--- src/rtl/rst_sequencer.sv ---
`default_nettype none
// ============================================================================
// Module   : rst_sequencer
// Purpose  : Reset generator between the board clock/reset pins and the SoC.
//            Synchronises the push-button release and the PLL lock flag.
//            It qualifies lock for LOCK_STABLE cycles, then releases NUM_CH
//            active-low resets one at a time, STAGGER cycles apart, in
//            ascending order. PLL lock loss or a software request puts every
//            channel back into reset, and the cause is recorded.
// Ports    : clk_50M      - block clock
//            reset_btn    - board reset, asynchronous, active-low
//            pll_locked   - PLL lock, asynchronous to clk_50M
//            sw_rst_req   - single-cycle software reset request (clk_50M)
//            rst_n_out    - per-channel active-low resets, channel 0 first
//            all_released - high once every channel is released
//            rst_cause    - 01 button, 10 PLL loss, 11 software
// Revision : 1.0 - initial release
// ============================================================================
module rst_sequencer #(
  parameter int NUM_CH      = 3,
  parameter int SYNC_STAGES = 2,
  parameter int LOCK_STABLE = 8,
  parameter int STAGGER     = 4
) (
  input  logic              clk_50M,
  input  logic              reset_btn,
  input  logic              pll_locked,
  input  logic              sw_rst_req,
  output logic [NUM_CH-1:0] rst_n_out,
  output logic              all_released,
  output logic [1:0]        rst_cause
);

  localparam int LOCK_W   = $clog2(LOCK_STABLE + 1);
  localparam int STAG_MAX = STAGGER * (NUM_CH - 1);
  localparam int STAG_W   = (STAG_MAX > 0) ? $clog2(STAG_MAX + 1) : 1;

  localparam logic [LOCK_W-1:0] LOCK_LAST = LOCK_W'(LOCK_STABLE - 1);
  localparam logic [STAG_W-1:0] STAG_LAST = STAG_W'(STAG_MAX);

  localparam logic [1:0] CAUSE_BTN = 2'b01;
  localparam logic [1:0] CAUSE_PLL = 2'b10;
  localparam logic [1:0] CAUSE_SW  = 2'b11;

  typedef enum logic [1:0] {
    ST_WAIT    = 2'd0,
    ST_RELEASE = 2'd1,
    ST_RUN     = 2'd2
  } state_t;

  logic [SYNC_STAGES-1:0] btn_sync_q, btn_sync_d;
  logic [SYNC_STAGES-1:0] lock_sync_q, lock_sync_d;
  state_t                 state_q, state_d;
  logic [LOCK_W-1:0]      lock_cnt_q, lock_cnt_d;
  logic [STAG_W-1:0]      stag_cnt_q, stag_cnt_d;
  logic [NUM_CH-1:0]      rst_n_q, rst_n_d;
  logic                   all_rel_q, all_rel_d;
  logic [1:0]             cause_q, cause_d;

  logic                   btn_ok;
  logic                   locked_s;
  logic                   qualified;
  logic [STAG_W-1:0]      stag_next;
  logic [NUM_CH-1:0]      ch_due;

  assign btn_ok    = btn_sync_q[SYNC_STAGES-1];
  assign locked_s  = lock_sync_q[SYNC_STAGES-1];
  assign qualified = btn_ok & locked_s;
  assign stag_next = stag_cnt_q + STAG_W'(1);

  // Channel k becomes due once k*STAGGER edges have passed since channel 0
  // was released; OR-ing into the held vector keeps the order monotonic.
  for (genvar k = 0; k < NUM_CH; k++) begin : g_ch_due
    assign ch_due[k] = (int'(stag_next) >= k * STAGGER);
  end

  always_comb begin
    btn_sync_d  = {btn_sync_q[SYNC_STAGES-2:0], 1'b1};
    lock_sync_d = {lock_sync_q[SYNC_STAGES-2:0], pll_locked};
    state_d     = state_q;
    lock_cnt_d  = lock_cnt_q;
    stag_cnt_d  = stag_cnt_q;
    rst_n_d     = rst_n_q;
    all_rel_d   = all_rel_q;
    cause_d     = cause_q;

    case (state_q)
      ST_WAIT: begin
        rst_n_d   = '0;
        all_rel_d = 1'b0;
        if (qualified) begin
          if (lock_cnt_q == LOCK_LAST) begin
            lock_cnt_d = '0;
            stag_cnt_d = '0;
            rst_n_d    = NUM_CH'(1);
            if (NUM_CH == 1) begin
              all_rel_d = 1'b1;
              state_d   = ST_RUN;
            end else begin
              state_d   = ST_RELEASE;
            end
          end else begin
            lock_cnt_d = lock_cnt_q + LOCK_W'(1);
          end
        end else begin
          // Any gap in lock (or button) restarts qualification from zero.
          lock_cnt_d = '0;
        end
      end

      ST_RELEASE, ST_RUN: begin
        if (!locked_s || sw_rst_req) begin
          // PLL loss outranks a simultaneous software request.
          rst_n_d    = '0;
          all_rel_d  = 1'b0;
          cause_d    = locked_s ? CAUSE_SW : CAUSE_PLL;
          lock_cnt_d = '0;
          stag_cnt_d = '0;
          state_d    = ST_WAIT;
        end else if (state_q == ST_RELEASE) begin
          stag_cnt_d = stag_next;
          rst_n_d    = rst_n_q | ch_due;
          if (stag_next == STAG_LAST) begin
            all_rel_d  = 1'b1;
            stag_cnt_d = '0;
            state_d    = ST_RUN;
          end
        end
      end

      default: begin
        rst_n_d    = '0;
        all_rel_d  = 1'b0;
        lock_cnt_d = '0;
        stag_cnt_d = '0;
        state_d    = ST_WAIT;
      end
    endcase
  end

  always_ff @(posedge clk_50M or negedge reset_btn) begin
    if (!reset_btn) begin
      btn_sync_q  <= '0;
      lock_sync_q <= '0;
      state_q     <= ST_WAIT;
      lock_cnt_q  <= '0;
      stag_cnt_q  <= '0;
      rst_n_q     <= '0;
      all_rel_q   <= 1'b0;
      cause_q     <= CAUSE_BTN;
    end else begin
      btn_sync_q  <= btn_sync_d;
      lock_sync_q <= lock_sync_d;
      state_q     <= state_d;
      lock_cnt_q  <= lock_cnt_d;
      stag_cnt_q  <= stag_cnt_d;
      rst_n_q     <= rst_n_d;
      all_rel_q   <= all_rel_d;
      cause_q     <= cause_d;
    end
  end

  assign rst_n_out    = rst_n_q;
  assign all_released = all_rel_q;
  assign rst_cause    = cause_q;

endmodule
`default_nettype wire

--- config.mk ---
export PLATFORM = sky130hd
export DESIGN_NAME = rst_sequencer
export DESIGN_NICKNAME = d
export VERILOG_FILES = /design/src/rtl/rst_sequencer.sv
export SDC_FILE = /design/constraint.sdc
export NUM_CORES = 1
export LEC_CHECK = 0
export BUFFER_PORTS_ARGS = -buffer_cell sky130_fd_sc_hd__buf_4
export CORE_MARGIN = 10
export CORE_UTILIZATION = 61
export CTS_BUF_LIST = sky130_fd_sc_hd__clkbuf_16
export DETAILED_ROUTE_END_ITERATION = 10
export GPL_TIMING_DRIVEN = 0
export PLACE_DENSITY = 0.86
export RECOVER_POWER = 100
export SYNTH_ARGS = -nofsm -noshare
export SYNTH_HDL_FRONTEND = slang
export SYNTH_SLANG_ARGS = --single-unit
--- constraint.sdc ---
create_clock -name clk_50M -period 2.8 [get_ports clk_50M]
set_input_delay 0.28 -clock clk_50M [delete_from_list [all_inputs] [get_ports clk_50M]]
set_output_delay 0.28 -clock clk_50M [all_outputs]
set_load 0.05 [all_outputs]
==> results.yml, run 1 <==
status:
  outcome: "finished, final reports clean"
route:
  avgRoutedWirePerCell_microns: 15.2
  via_count: 757
  drtPass1Iterations: 4
  wl_mm: 1.96
  drc_errors: 0
  viasPerCell: 5.87
  antenna_left: 0
  drt_iter0_markers: 16
power_and_ir_drop:
  pwr-share-seq_pct: 48.6
  power.internal_w: 0.000491
  p_leak_nw: 0.570
  power_frac_comb_pct: 3.1
  clkPwrFrac_pct: 48.3
  max-vdd-ir-drop_mv: 0.472
  p_per_area_nw_per_um2: 518
  switchingPower_w: 0.000121
  p_sw_share_pct: 19.8
synthesis:
  yosys.area_share.simple_pct: 18.3
  synthTopCellsByCount: "dfrtp_1 (19), nand2_1 (11), o21ai_0 (7)"
  synth.most_common_cell: "dfrtp_1"
  netlist.area_leader.share_pct: 45.8
  synth.avg_cell_area_sq_um: 10.5
  seq_area_frac_synth_pct: 48.4
  ys_dominant_reg_cell: "dfrtp_1"
  synthCells: 99
  synth_top_family_by_area: "compound AO/OA/AOI/OAI gates"
  ys_top_cells_by_area: "dfrtp_1 (46%), ha_1 (7.2%), nand2_1 (4.0%)"
  ys_ff_latch: 20
  async_reset_ff_share_pct: 100
  synth_mux_area_share_pct: 1.09
  synthesis.area_sq_um: 1040
  synth_compound_area_share_pct: 20.1
  synth_edf_count: 0
  synth_xor_area_share_pct: 1.69
  yosysWarnings: 0
  synth_nets: 109
  synthAdderAreaFrac_pct: 7.24
  synthDistinctLibCells: 39
  yosys.area.top_type: "dfrtp_1"
clocking:
  cts_tree: "done"
  clk_pin_slew_ps: 50
  cts_buffers: 3
  clock-root-buffer: "clkbuf_16"
  clockBufferDepth: 2
  cts_num_sinks: 20
  h-tree-depth: 1
  clock_latency_ps: 250
  post_cts_buffers: 0
  post_cts_resized: 0
floorplanning:
  initial_core_util_pct: 66.5
  core_sq_um: 1560
  die_h_microns: 61.2
  die_area_sq_um: 3750
  rows: 14
  die_w_microns: 61.2
  io_pins: 10
critical_path:
  slowest_delay_ps: 380
  path_class: "reg2reg"
  cp-end-kind: "flip-flop"
  start_kind: "flip-flop"
  path_cells: "inv_1 -> ha_1 -> and3b_1 -> clkbuf_1 -> and3_1 -> mux2_2"
  crit_arrival_ps: 1960
  cp.required_ps: 2940
  cpMaxStageDelayCell: "dfrtp_1"
  cp_max_fo: 9
grt:
  grt_pass1_wl_mm: 3.19
  grt_pass1_vias: 700
  grt_max_degree: 21
  grt_util_all_layers_pct: 11.8
  antenna_found_initial: 0
  grt_overflow: 0
sta:
  slew_headroom_pct: 31.5
  final.setup_skew_ps: 4.02
  period_needed_ps: 1820
  setup_viol: 0
  rsz0062_at_grt: "no"
  finalSetupTns_ps: 0
  finalCritPeriodShare_pct: 65.1
  maxSlewViolCount: 0
  max_freq_mhz: 548
  tightest_slew_ps: 1030
  hold_violations: 0
place:
  dp.cells: 124
  dp_hpwl_mm: 1.33
  port_buffers: 9
  gp_congestion: 0.948
run:
  cap_viol_max_count: 0
worst_hold_path:
  min_path_type: "in2reg"
final_layout:
  final_layout_size_suffix_gt1_share_pct: 12.4
  fin_cells: 129
  antennaDiodeCount: 0
  syn_to_final_growth_pct: 13.8
  nNetsFinal: 124
  n_fill_cell: 109
## critical path, delay by kind of cell (launching register included)
kind	cells	cell delay, ps
multiplexers	1	270
adder cells (fa/ha/maj)	1	350
flip-flops	1	380
buffers and inverters	2	270
AND/OR/NAND/NOR	2	440
## routing by layer
layer  share of wire, %  global-route usage (%)  vias up
met3                5.1                    3.70        5
met4                2.7                    8.47        0
li1                   -                       -      381
met1                 46                    14.3      352
met2                 46                    17.3       19
met5                  0                       0        -
## logic make-up (layout without fill, tap and decap cells)
group	count (synthesis)	in the layout
muxes	1	1
xor gates and xnor gates	2	2
adders and majority gates	6	6
other	1	1
AOI/OAI and AO/OA	28	28
buffers and inverters	7	21
DFF	20	20
and+or+nand+nor	34	34
## cell usage in the layout, fill, tap and decap left out, types with 2 or more instances in the layout
cell	instances
ha_1	6
and3_1	2
clkbuf_16	3
nor3_1	2
nor2_1	6
dfrtp_1	19
nand3b_1	2
nand2_1	11
clkbuf_1	9
nand3_1	3
o21ai_0	7
a21oi_1	6
inv_1	5
nand2b_1	2
a22oi_1	2
## path summary, 6_finish.rpt
kind	from	to	slack (ps)	cells past startpoint
worst max-delay path	state_q[0]	stag_cnt_q[0]	980	6
worst min-delay path	pll_locked	lock_sync_q[0]	160	1
worst max register to register	state_q[0]	stag_cnt_q[0]	980	6
worst min register to register	btn_sync_q[0]	btn_sync_q[1]	350	0
max in group asynchronous	reset_btn	lock_sync_q[0]	1450	2
min in group asynchronous	reset_btn	lock_cnt_q[1]	730	2
## final cells by class
cell class	instances	area (sq um)	share of cell area [%]
Multi-Input combinational cell	72	502	42.5
Sequential cell	20	502	42.5
Tap cell	16	20.0	1.70
Inverter	5	18.8	1.59
Buffer	2	7.51	0.636
Timing Repair Buffer	10	51.3	4.35
Clock inverter	1	3.75	0.318
Clock buffer	3	75.1	6.36
## per-stage QoR
step | power [W] | cell area [sq um] | hold slack, ps | worst slack [ps] | util (%)
after floorplan | 0.000310 | 1040 | -15.6 | 1210 | -
after global placement | 0.000320 | 1120 | 165 | 1110 | 72.2
after detailed placement | 0.000321 | 1120 | 167 | 1100 | 72.2
after CTS | 0.000615 | 1210 | 130 | 1070 | 77.8
after global routing | 0.000629 | 1180 | 148 | 837 | 75.7
final | 0.000612 | 1180 | 155 | 976 | 75.7
## repair_timing
action / in CTS / in global routing
hold endpoints to repair: 19 / 0
endpoints found under the setup margin: 0 / 0
hold buffers: 1 / 0
## power by group through the flow
| stage | logic (W) | registers (W) | clock network (W) |
|---|---|---|---|
| 6_report | 0.0000187 | 0.000297 | 0.000295 |
| 5_1_grt | 0.0000207 | 0.000298 | 0.000310 |
| 4_1_cts | 0.0000200 | 0.000297 | 0.000298 |
| 3_5_place_dp | 0.0000190 | 0.000302 | 0 |
| 3_3_place_gp | 0.0000184 | 0.000302 | 0 |
| 2_1_floorplan | 0.00000639 | 0.000303 | 0 |
## state kept, by name, indices dropped and copies added, names as in the netlist
name / cells
btn_sync_q: 2
lock_sync_q: 2
rst_cause: 2
rst_n_out: 3
lock_cnt_q: 4
all_released: 1
stag_cnt_q: 4
state_q: 2
Power figures use the tool's default switching activity.
==> inputs of run 2 (changes only) <==
- CORE_UTILIZATION: 61 -> 56
- PLACE_DENSITY: 0.86 -> 0.8
- clock period: 2.8 -> 1.8 ns (I/O delays scaled with it)
==> results.yml, run 2 (synthesis results as in run 1) <==
floorplanning:
  die_h_microns: 63.0
  io_pins: 10
  core_sq_um: 1750
  die_w_microns: 63.0
  die_area_sq_um: 3970
  initial_core_util_pct: 59.4
  rows: 15
critical_path:
  start_kind: "flip-flop"
  path_class: "reg2reg"
  cp-end-kind: "flip-flop"
  cp.required_ps: 1940
  cp_max_fo: 9
  crit_arrival_ps: 1800
sta:
  final.setup_skew_ps: 1.59
  finalCritPeriodShare_pct: 92.0
  rsz0062_at_grt: "no"
  setup_viol: 0
  hold_violations: 0
  maxSlewViolCount: 0
  finalSetupTns_ps: 0
  max_freq_mhz: 604
  tightest_slew_ps: 1010
  period_needed_ps: 1660
  slew_headroom_pct: 32.9
clocking:
  clock_latency_ps: 250
  h-tree-depth: 1
  post_cts_buffers: 0
  cts_buffers: 3
  cts_tree: "done"
  clk_pin_slew_ps: 50
  cts_num_sinks: 20
  clockBufferDepth: 2
  clock-root-buffer: "clkbuf_16"
power_and_ir_drop:
  max-vdd-ir-drop_mv: 0.628
  p_leak_nw: 0.578
  p_per_area_nw_per_um2: 780
  power_w: 0.000945
final_layout:
  mostFrequentLayoutCell: "dfrtp_1"
  final_layout_size_suffix_gt1_share_pct: 15.9
  nNetsFinal: 124
  syn_to_final_growth_pct: 16.8
  fin_cells: 138
  antennaDiodeCount: 0
  final_cell_mix: "dfrtp_1 (19), nand2_1 (11), o21ai_0 (7), clkbuf_1 (7)"
grt:
  grt_pass1_wl_mm: 3.19
  grt_util_all_layers_pct: 9.85
  grt_pass1_vias: 724
  grt_overflow: 0
  grt_max_degree: 21
  antenna_found_initial: 0
place:
  dp_hpwl_mm: 1.33
  gp_congestion: 0.841
  port_buffers: 9
  dp.cells: 133
route:
  drt_iter0_markers: 15
  avgRoutedWirePerCell_microns: 13.7
  drc_errors: 0
  wl_mm: 1.89
  drtPass1Iterations: 4
  viasPerCell: 5.56
  via_count: 767
  antenna_left: 0
status:
  outcome: "finished, final reports clean"
run:
  cap_viol_max_count: 0
worst_hold_path:
  min_path_type: "in2reg"
## run 2: changes by cell type in the layout (fill, tap and decap cells not counted), sizes merged
cell / previous run / this run
buf: 1 / 3
clkbuf: 13 / 11
## run 2: cell type report
class	count	area [sq um]
fillers	132	534
multi-input cells	72	519
flip-flops and latches	20	502
clock buffers	3	75.1
repair buffers	10	51.3
well taps	25	31.3
inverters	5	18.8
plain buffers	2	10.0
clock inverters	1	3.75
## run 2: worst max-delay path, stage by stage, from the launching register on
cell and delay [ps]:
dfrtp_1 400, inv_1 130, ha_4 230, and3b_1 170, buf_2 160, and3_4 190, a32o_2 250
## run 2: through the flow
step	setup slack, ps	hold WS [ps]	util (%)	area, sq um
2_1_floorplan	206	-116	-	1040
3_3_place_gp	108	67.2	65.1	1140
3_5_place_dp	99.3	68.9	65.1	1140
4_1_cts	82.6	31.4	70.2	1220
5_1_grt	32.1	48.4	69.4	1210
6_report	145	55.8	69.4	1210
## run 2: final timing paths
kind / start / end / slack, ps / depth (start not counted)
min in group asynchronous: reset_btn / state_q[1] / 620 / 2
min: pll_locked / lock_sync_q[0] / 60 / 1
max reg2reg: state_q[0] / stag_cnt_q[1] / 140 / 6
min reg2reg: lock_sync_q[0] / lock_sync_q[1] / 350 / 0
max in group asynchronous: reset_btn / state_q[0] / 580 / 2
max: state_q[0] / stag_cnt_q[1] / 140 / 6
## run 2: power by group
group / total, W / internal [W] / switching (W)
registers: 0.000462 / 0.000458 / 0.00000487
clock network: 0.000454 / 0.000296 / 0.000158
logic: 0.0000287 / 0.00000952 / 0.0000192
total: 0.000945 / 0.000763 / 0.000182
## run 2: metal layers
metal	track usage, %	wire length (microns)
met1	12.0	960
met2	14.8	840
met5	0	0
met3	3.94	64
met4	4.19	28
## run 2: repair_timing
item	CTS	global route
hold buffers	1	0
hold endpoints to repair	19	0
resized for setup	0	2
setup endpoints to repair	0	6
==> inputs of run 3 (changes only) <==
- CORE_ASPECT_RATIO: unset -> 0.7
- CORE_MARGIN: 10 -> 2
==> results.yml, run 3 (synthesis results as in run 1) <==
status:
  outcome: "finished, final reports clean"
sta:
  finalWorstSetupSlack_ps: 94.7
  period_needed_ps: 1710
  tightest_slew_ps: 1070
  finalSetupTns_ps: 0
  finalCritPeriodShare_pct: 94.7
  max_freq_mhz: 586
  hold_violations: 0
  slew_headroom_pct: 28.7
  final.setup_skew_ps: 5.23
  maxSlewViolCount: 0
  rsz0062_at_grt: "no"
  setup_viol: 0
final_layout:
  seq_area_sq_um: 502
  final_layout_size_suffix_gt1_share_pct: 15.8
  final_cell_mix: "dfrtp_1 (19), nand2_1 (11), o21ai_0 (7), clkbuf_1 (7)"
  postLayoutCoreUtil_pct: 72.5
  n_fill_cell: 127
  nNetsFinal: 125
  antennaDiodeCount: 0
  mostFrequentLayoutCell: "dfrtp_1"
  syn_to_final_growth_pct: 16.5
  multiInputGateArea_sq_um: 514
  final_area_sq_um: 1210
power_and_ir_drop:
  p_per_area_nw_per_um2: 777
  p_leak_nw: 0.588
  pwr-share-seq_pct: 49.3
  clkPwrFrac_pct: 47.6
  power_w: 0.000940
  p_sw_share_pct: 18.9
  switchingPower_w: 0.000177
  max-vdd-ir-drop_mv: 0.763
  power_frac_comb_pct: 3.2
  power.internal_w: 0.000763
place:
  preCtsSetupSlack_ps: 90.8
  dp_hpwl_mm: 1.39
  gp_congestion: 0.725
  port_buffers: 9
  dpl-instance-area_sq_um: 1130
route:
  avgRoutedWirePerCell_microns: 14.5
  wl_mm: 1.96
  drtPass1Iterations: 4
  drt_iter0_markers: 16
  via_count: 786
  drc_errors: 0
  viasPerCell: 5.82
  antenna_left: 0
grt:
  grt_max_degree: 21
  grt_pass1_wl_mm: 3.24
  grt_util_all_layers_pct: 20.4
  grt_overflow: 0
  grt_pass1_vias: 710
  antenna_found_initial: 0
worst_hold_path:
  min_path_type: "in2reg"
clocking:
  cts_buffers: 3
  cts_num_sinks: 20
  cts_tree: "done"
  h-tree-depth: 1
  clock-root-buffer: "clkbuf_16"
  clk_pin_slew_ps: 60
  clock_latency_ps: 250
  clockBufferDepth: 2
floorplanning:
  io_pins: 10
  die_area_sq_um: 2220
  initial_core_util_pct: 62.2
  die_w_microns: 55.4
  die_h_microns: 40.0
  rows: 12
  core_sq_um: 1670
critical_path:
  cp_max_fo: 9
  crit_arrival_ps: 1840
  cp-end-kind: "flip-flop"
  start_kind: "flip-flop"
  cp.required_ps: 1930
  path_class: "reg2reg"
run:
  cap_viol_max_count: 0
## run 3: worst max-delay path, cell delays in order, from the launching register on
cell     delay, ps
dfrtp_1        400
inv_1          140
ha_4           230
and3b_1        170
buf_2          160
and3_1         210
a32o_2         270
## run 3: routing by layer
layer,wire length (microns),GRT usage [%]
met1,959,26.7
met2,889,33.6
met5,0,0
met4,11,6.10
met3,96,6.77
## run 3: final cells by class
type / count / share of cell area, %
Multi-Input combinational cell: 72 / 42.5
Sequential cell: 20 / 41.5
Clock buffer: 3 / 6.21
Timing Repair Buffer: 11 / 4.87
Tap cell: 21 / 2.17
Inverter: 5 / 1.55
Buffer: 2 / 0.828
Clock inverter: 1 / 0.311
## run 3: stage by stage
step                      hold slack [ps]  std cells
after floorplan                      -116         99
after global placement               69.4        129
after detailed placement             70.8        129
after CTS                            35.5        134
after global routing                 51.3        135
final                                61.0        135
## run 3: path summary, 6_finish.rpt
kind / from / endpoint / slack (ps) / cells after the start
max: state_q[0] / stag_cnt_q[1] / 90 / 6
min: pll_locked / lock_sync_q[0] / 60 / 1
max reg2reg: state_q[0] / stag_cnt_q[1] / 90 / 6
min reg2reg: lock_sync_q[0] / lock_sync_q[1] / 350 / 0
max in group asynchronous: reset_btn / rst_cause[1] / 510 / 2
min in group asynchronous: reset_btn / lock_cnt_q[0] / 640 / 2
## run 3: repair_timing
item | in CTS | in global routing
hold buffers | 1 | 0
gates resized for setup | 0 | 2
setup buffers | 0 | 1
setup endpoints to repair | 0 | 3
hold endpoints to repair | 19 | 0
## run 3: power by group through the flow
| stage | Clock (W) | Combinational, W | Sequential [W] |
|---|---|---|---|
| detailed placement | 0 | 0.0000300 | 0.000471 |
| CTS | 0.000455 | 0.0000318 | 0.000463 |
| finish | 0.000447 | 0.0000298 | 0.000463 |
| floorplan | 0 | 0.00000994 | 0.000472 |
| global route | 0.000474 | 0.0000335 | 0.000464 |
| global placement | 0 | 0.0000289 | 0.000470 |
